### src/rtl/jam_perm_engine_if.sv
// Request/result and cost-table bundle of the permutation engine.
// The engine side uses the slave modport; the requester/cost table uses the master modport.
interface jam_perm_engine_if #(
  parameter int N   = 8,
  parameter int IW  = 3,
  parameter int CW  = 7,
  parameter int SW  = 10,
  parameter int MCW = 16
);
  logic            Start;
  logic            Busy;
  logic            Valid;
  logic [IW-1:0]   W;
  logic [IW-1:0]   J;
  logic [CW-1:0]   Cost;
  logic [SW-1:0]   MinCost;
  logic [MCW-1:0]  MatchCount;
  logic [N*IW-1:0] BestPerm;

  modport master (
    output Start, Cost,
    input  Busy, Valid, W, J, MinCost, MatchCount, BestPerm
  );

  modport slave (
    input  Start, Cost,
    output Busy, Valid, W, J, MinCost, MatchCount, BestPerm
  );
endinterface

### src/rtl/jam_perm_engine.sv
// Job-assignment engine: walks all N! permutations in lexicographic order, sums the external
// cost of each and keeps the minimum total, its tie count and the first permutation reaching it.
module jam_perm_engine #(
  parameter int N     = 8,
  parameter int IW    = 3,
  parameter int CW    = 7,
  parameter int SW    = 10,
  parameter int MCW   = 16,
  parameter int PRUNE = 0
) (
  input logic              CLK,
  input logic              RST_N,
  jam_perm_engine_if.slave bus
);

  typedef enum logic [2:0] {
    IDLE, CAL, CHECK, FIND_I, FIND_J, SWAP, REV, DONE
  } state_t;

  localparam logic [IW-1:0]  LAST        = IW'(N - 1);
  localparam logic [IW-1:0]  SECOND_LAST = IW'(N - 2);
  localparam logic [MCW-1:0] MC_MAX      = '1;

  state_t          state;
  state_t          state_nxt;
  logic [IW-1:0]   seq [N];
  logic [IW-1:0]   k;
  logic [IW-1:0]   i;
  logic [IW-1:0]   j;
  logic [IW-1:0]   w_idx;
  logic [SW-1:0]   acc;
  logic [SW-1:0]   acc_sum;
  logic [SW-1:0]   min_cost;
  logic [MCW-1:0]  match_count;
  logic [N*IW-1:0] best_perm;
  logic            valid;
  logic            prune_hit;
  logic            rise_found;
  logic            swap_found;

  function automatic logic [N*IW-1:0] identity_perm();
    logic [N*IW-1:0] p;
    p = '0;
    for (int m = 0; m < N; m++) p[m*IW +: IW] = IW'(m);
    return p;
  endfunction

  assign acc_sum    = acc + SW'(bus.Cost);
  // A partial sum already above the best total can never tie or win, so the rest is skipped.
  assign prune_hit  = (PRUNE != 0) && (acc_sum > min_cost);
  assign rise_found = seq[i] < seq[i + 1'b1];
  assign swap_found = seq[j] > seq[i];

  always_ff @(posedge CLK or negedge RST_N) begin
    if (!RST_N) state <= IDLE;
    else        state <= state_nxt;
  end

  always_comb begin
    state_nxt = state;
    case (state)
      IDLE:    if (bus.Start) state_nxt = CAL;
      CAL: begin
        if (prune_hit)      state_nxt = FIND_I;
        else if (k == LAST) state_nxt = CHECK;
      end
      CHECK:   state_nxt = FIND_I;
      FIND_I: begin
        if (rise_found)     state_nxt = FIND_J;
        else if (i == '0)   state_nxt = DONE;
      end
      FIND_J:  if (swap_found) state_nxt = SWAP;
      SWAP:    state_nxt = REV;
      REV:     state_nxt = CAL;
      DONE:    state_nxt = IDLE;
      default: state_nxt = IDLE;
    endcase
  end

  // The cost table is only addressed during CAL; elsewhere it sees worker 0.
  always_comb begin
    w_idx = '0;
    if (state == CAL) w_idx = k;
    bus.W    = w_idx;
    bus.J    = seq[w_idx];
    bus.Busy = (state != IDLE);
  end

  always_ff @(posedge CLK or negedge RST_N) begin
    if (!RST_N) begin
      for (int m = 0; m < N; m++) seq[m] <= IW'(m);
      k           <= '0;
      i           <= '0;
      j           <= '0;
      acc         <= '0;
      min_cost    <= '1;
      match_count <= '0;
      best_perm   <= identity_perm();
      valid       <= 1'b0;
    end else begin
      case (state)
        IDLE: begin
          if (bus.Start) begin
            for (int m = 0; m < N; m++) seq[m] <= IW'(m);
            k           <= '0;
            acc         <= '0;
            min_cost    <= '1;
            match_count <= '0;
            valid       <= 1'b0;
          end
        end
        CAL: begin
          acc <= acc_sum;
          k   <= k + 1'b1;
          if (prune_hit || (k == LAST)) i <= SECOND_LAST;
        end
        CHECK: begin
          if (acc < min_cost) begin
            min_cost    <= acc;
            match_count <= MCW'(1);
            for (int m = 0; m < N; m++) best_perm[m*IW +: IW] <= seq[m];
          end else if ((acc == min_cost) && (match_count != MC_MAX)) begin
            match_count <= match_count + 1'b1;
          end
        end
        FIND_I: begin
          if (rise_found) j <= LAST;
          else            i <= i - 1'b1;
        end
        FIND_J: begin
          if (!swap_found) j <= j - 1'b1;
        end
        SWAP: begin
          seq[i] <= seq[j];
          seq[j] <= seq[i];
        end
        REV: begin
          // The suffix after the pivot is descending; reversing it gives the next permutation.
          for (int m = 1; m < N; m++) begin
            if (m > int'(i)) seq[m] <= seq[IW'(N - 1 + int'(i) + 1 - m)];
          end
          k   <= '0;
          acc <= '0;
        end
        DONE:    valid <= 1'b1;
        default: valid <= valid;
      endcase
    end
  end

  assign bus.Valid      = valid;
  assign bus.MinCost    = min_cost;
  assign bus.MatchCount = match_count;
  assign bus.BestPerm   = best_perm;

endmodule

### src/flat_wrapper.sv
// flat-port wrapper written by rule: the top's interface ports become plain ports
module jam_perm_engine_flat 
#(
  parameter int N     = 8,
  parameter int IW    = 3,
  parameter int CW    = 7,
  parameter int SW    = 10,
  parameter int MCW   = 16,
  parameter int PRUNE = 0
)
  (CLK, RST_N, bus_Start, bus_Cost, bus_Busy, bus_Valid, bus_W, bus_J, bus_MinCost, bus_MatchCount, bus_BestPerm);
  jam_perm_engine_if #(.N(N), .IW(IW), .CW(CW), .SW(SW), .MCW(MCW)) bus_i ();
  input logic CLK;
  input logic RST_N;
  input wire logic [$bits(bus_i.Start)-1:0] bus_Start;
  input wire logic [$bits(bus_i.Cost)-1:0] bus_Cost;
  output wire logic [$bits(bus_i.Busy)-1:0] bus_Busy;
  output wire logic [$bits(bus_i.Valid)-1:0] bus_Valid;
  output wire logic [$bits(bus_i.W)-1:0] bus_W;
  output wire logic [$bits(bus_i.J)-1:0] bus_J;
  output wire logic [$bits(bus_i.MinCost)-1:0] bus_MinCost;
  output wire logic [$bits(bus_i.MatchCount)-1:0] bus_MatchCount;
  output wire logic [$bits(bus_i.BestPerm)-1:0] bus_BestPerm;
  assign bus_i.Start = bus_Start;
  assign bus_i.Cost = bus_Cost;
  assign bus_Busy = bus_i.Busy;
  assign bus_Valid = bus_i.Valid;
  assign bus_W = bus_i.W;
  assign bus_J = bus_i.J;
  assign bus_MinCost = bus_i.MinCost;
  assign bus_MatchCount = bus_i.MatchCount;
  assign bus_BestPerm = bus_i.BestPerm;
  jam_perm_engine #(.N(N), .IW(IW), .CW(CW), .SW(SW), .MCW(MCW), .PRUNE(PRUNE)) u_core (.CLK(CLK), .RST_N(RST_N), .bus(bus_i));
endmodule
### config.mk
export PLATFORM = sky130hd
export DESIGN_NAME = jam_perm_engine_flat
export DESIGN_NICKNAME = d
export VERILOG_FILES = /design/src/rtl/jam_perm_engine_if.sv /design/src/rtl/jam_perm_engine.sv /design/src/flat_wrapper.sv
export SDC_FILE = /design/constraint.sdc
export NUM_CORES = 1
export LEC_CHECK = 0
export ABC_AREA = 1
export BUFFER_PORTS_ARGS = -buffer_cell sky130_fd_sc_hd__buf_4
export CORE_UTILIZATION = 38
export CTS_CLUSTER_DIAMETER = 120
export DETAILED_ROUTE_END_ITERATION = 6
export SLEW_MARGIN = 10
export SYNTH_ARGS = -nofsm -noshare
export SYNTH_HDL_FRONTEND = slang
export SYNTH_SLANG_ARGS = --single-unit
### constraint.sdc
create_clock -name CLK -period 4.5 [get_ports CLK]
set_input_delay 0.45 -clock CLK [delete_from_list [all_inputs] [get_ports CLK]]
set_output_delay 0.45 -clock CLK [all_outputs]
set_load 0.01 [all_outputs]
==> results.sh <==
export IMPL_synth_top_family_by_area="simple AND/OR/NAND/NOR gates"
export IMPL_power_uw=6460
export IMPL_die_height_um=142
export IMPL_gp_congestion=0.925
export IMPL_drcViolationCount=0
export IMPL_reg2reg_to="u_core.j[0]$_DFFE_PN0P_"
export IMPL_synth_top_cell_area_share=0.212
export IMPL_rows=50
export IMPL_final_cell_mix="nand2_1 (341), inv_1 (103), nand3_1 (95)"
export IMPL_dr_pass1_iters=5
export IMPL_cts_setup_buffers=0
export IMPL_cts_sinks=97
export IMPL_synth_cells=1104
export IMPL_cp_start_kind="flop"
export IMPL_min_period_ns=3.45
export IMPL_tightest_slew_ns=0.883
export IMPL_drv_cap=0
export IMPL_hold_path_class="input pin to async pin"
export IMPL_regToRegSetupSlack_ns=1.05
export IMPL_start_util=0.393
export IMPL_synth_seq_cells=97
export IMPL_yosys_top_cells_area="dfrtp_1 (21%), nand2_1 (17%), dfstp_2 (12%)"
export IMPL_diodes=0
export IMPL_totalWireLength_um=23100
export IMPL_setup_violations=0
export IMPL_synth_compound_area_share=0.171
export IMPL_core_um2=19000
export IMPL_fin_nets=1198
export IMPL_syn_to_final_growth_pct=13.0
export IMPL_finish_instance_area_um2=8410
export IMPL_port_buffers=67
export IMPL_cp_slowest_cell="dfrtp_1"
export IMPL_p_leak_uw=0.00416
export IMPL_synth_adder_area_share=0.0632
export IMPL_syn_nets=1151
export IMPL_htreeDepth=3
export IMPL_vias_per_cell=5.27
export IMPL_synth_simple_area_share=0.332
export IMPL_cts_root_buf="clkbuf_16"
export IMPL_fin_cells=1416
export IMPL_critical_path_required_ns=4.74
export IMPL_p_per_area_nw_per_um2=767
export IMPL_grt_pass1_vias=6783
export IMPL_die_w_um=142
export IMPL_cts_hold_buffers=0
export IMPL_avgRoutedWirePerCell_um=16.3
export IMPL_io_pins=68
export IMPL_cts_tree="built"
export IMPL_dr_first_iter_drc_count=607
export IMPL_clock_fmax_ghz=0.290
export IMPL_critPathKind="flop to flop"
export IMPL_path_cells="clkinv_1, buf_4, ha_1, inv_1, o211ai_1, nand3_1, o21ai_0, inv_1, ha_1, a21oi_1, nand2_2, nand2_4, nand2_4, nand2_1, o21ai_1"
export IMPL_yosysTopAreaCell="dfrtp_1"
export IMPL_slowest_delay_ns=0.70
export IMPL_placed_cells=1400
export IMPL_synth_edf_count=0
export IMPL_layout_drive_gt1_share=0.149
export IMPL_avgSynthCellArea_um2=6.74
export IMPL_ant_nets=0
export IMPL_skew_ns=0.00991
export IMPL_cts_buffer_depth=2
export IMPL_clk_pin_slew_ns=0.07
export IMPL_antenna_found_initial=0
export IMPL_grt_max_degree=64
export IMPL_fin_setup_tns_ns=0
export IMPL_peakVddDrop_mv=0.279
export IMPL_ys_warn_count=0
export IMPL_critPathMaxFanout=21
export IMPL_grt_pass1_wl_um=36900
export IMPL_synth_xor_area_frac=0.0118
export IMPL_ys_types=44
export IMPL_synth_flop_cell="dfrtp_1"
export IMPL_track_usage=0.237
export IMPL_drv_slew=0
export IMPL_placed_cell_area_um2=8090
export IMPL_rsz0062_at_grt="false"
export IMPL_end_kind="flop"
export IMPL_fin_hold_ws_ns=0.179
export IMPL_overflow=0
export IMPL_syn_area_um2=7440
export IMPL_rr_startpoint="u_core.i[1]$_DFFE_PN0P_"
export IMPL_final_common_cell="nand2_1"
export IMPL_dpl_hpwl_um=16900
export IMPL_clkLatencyLatePin_ns=0.36
export IMPL_cts_buffers=9
export IMPL_min_period_over_period=0.767
export IMPL_synth_area_mux_share=0
export IMPL_ys_seq_area_frac=0.332
export IMPL_cts_resized=0
export IMPL_cp_arrival_ns=3.69
export IMPL_slew_headroom=0.411
export IMPL_finalHoldViolCount=0
export IMPL_status="finished, final reports clean"
export IMPL_reg2regPathDepth=15
export IMPL_vias=7459
export IMPL_async_flop_share=1.00
export IMPL_die_area_um2=20200
per-layer routing:
metal  vias to the layer above  part of all wire  GRT usage
li1                       3727                 -          -
met1                      3418              0.44      0.310
met2                       267              0.46      0.388
met3                        47             0.062     0.0437
met4                         0             0.037     0.0883
met5                         -                 0          0
Yosys cell counts, types with 3 or more instances:
| cell | number |
|---|---|
| o21ai_0 | 93 |
| xor2_1 | 9 |
| o21ai_1 | 10 |
| dfrtp_1 | 63 |
| inv_2 | 10 |
| clkbuf_1 | 7 |
| nor2_2 | 3 |
| a22oi_1 | 10 |
| clkinv_1 | 4 |
| nand4_1 | 11 |
| nand2_2 | 12 |
| buf_6 | 7 |
| a21boi_0 | 3 |
| inv_1 | 103 |
| nand2_1 | 341 |
| a21oi_1 | 84 |
| a31oi_1 | 4 |
| dfstp_2 | 34 |
| o211ai_1 | 5 |
| nand3_2 | 3 |
| nand2_4 | 5 |
| buf_4 | 3 |
| nor2_1 | 72 |
| or2_2 | 3 |
| o22ai_1 | 6 |
| nor3_1 | 19 |
| ha_1 | 36 |
| a21oi_2 | 4 |
| o21bai_1 | 8 |
| buf_2 | 20 |
| nand3_1 | 95 |
| nor2_4 | 5 |
state kept, by name, indices dropped and copies added, names as in the netlist:
register	count
u_core.acc	10
u_core.bus.BestPerm	24
u_core.bus.MatchCount	16
u_core.bus.MinCost	10
u_core.bus.Valid	1
u_core.i	3
u_core.j	3
u_core.k	3
u_core.seq	24
u_core.state	3
report_power, final:
| part | total, uW | switching [uW] | leakage, uW | internal (uW) |
|---|---|---|---|---|
| registers | 1800 | 487 | 0.00118 | 1310 |
| logic | 3810 | 2520 | 0.00283 | 1290 |
| clock network | 849 | 366 | 0.000157 | 483 |
final cells by class:
class | count | area, um2
clock buffer | 12 | 267
clock inverter | 4 | 57.6
timing repair buffer | 73 | 548
sequential | 97 | 2470
fill | 2030 | 10500
multi-input combinational | 852 | 4300
tap | 260 | 325
inverter | 118 | 445
worst max-delay path by stage:
| stage | from | end | slack (ns) | cells past startpoint |
|---|---|---|---|---|
| floorplan | u_core.i[1]$_DFFE_PN0P_ | u_core.state[0]$_DFFE_PN0P_ | 1.63 | 14 |
| global placement | u_core.i[1]$_DFFE_PN0P_ | u_core.state[0]$_DFFE_PN0P_ | 1.14 | 15 |
| detailed placement | u_core.i[1]$_DFFE_PN0P_ | u_core.j[0]$_DFFE_PN0P_ | 1.13 | 15 |
| CTS | u_core.i[1]$_DFFE_PN0P_ | u_core.j[0]$_DFFE_PN0P_ | 1.10 | 15 |
| global route | u_core.i[1]$_DFFE_PN0P_ | u_core.state[0]$_DFFE_PN0P_ | 0.65 | 15 |
| finish | u_core.i[1]$_DFFE_PN0P_ | u_core.j[0]$_DFFE_PN0P_ | 1.05 | 15 |
critical path, delay by kind of cell (launching register included):
family,cells,cell delay [ns]
flip-flops,1,0.70
AO/OA/AOI/OAI,4,0.62
AND/OR/NAND/NOR,5,0.43
adder cells (fa/ha/maj),2,0.84
buffers and inverters,4,0.72
cell families after synthesis:
group,count (synthesis)
flip-flops,97
AO/OA/AOI/OAI,232
XOR/XNOR,10
adder cells (fa/ha/maj),37
buffers and inverters,155
AND/OR/NAND/NOR,573
through the flow:
stage | setup WS [ns] | utilization
floorplan | 1.63 | -
global placement | 1.14 | 0.427
detailed placement | 1.13 | 0.427
CTS | 1.10 | 0.444
global route | 0.653 | 0.444
finish | 1.05 | 0.444
No activity file was read; power rests on OpenSTA's default activity.
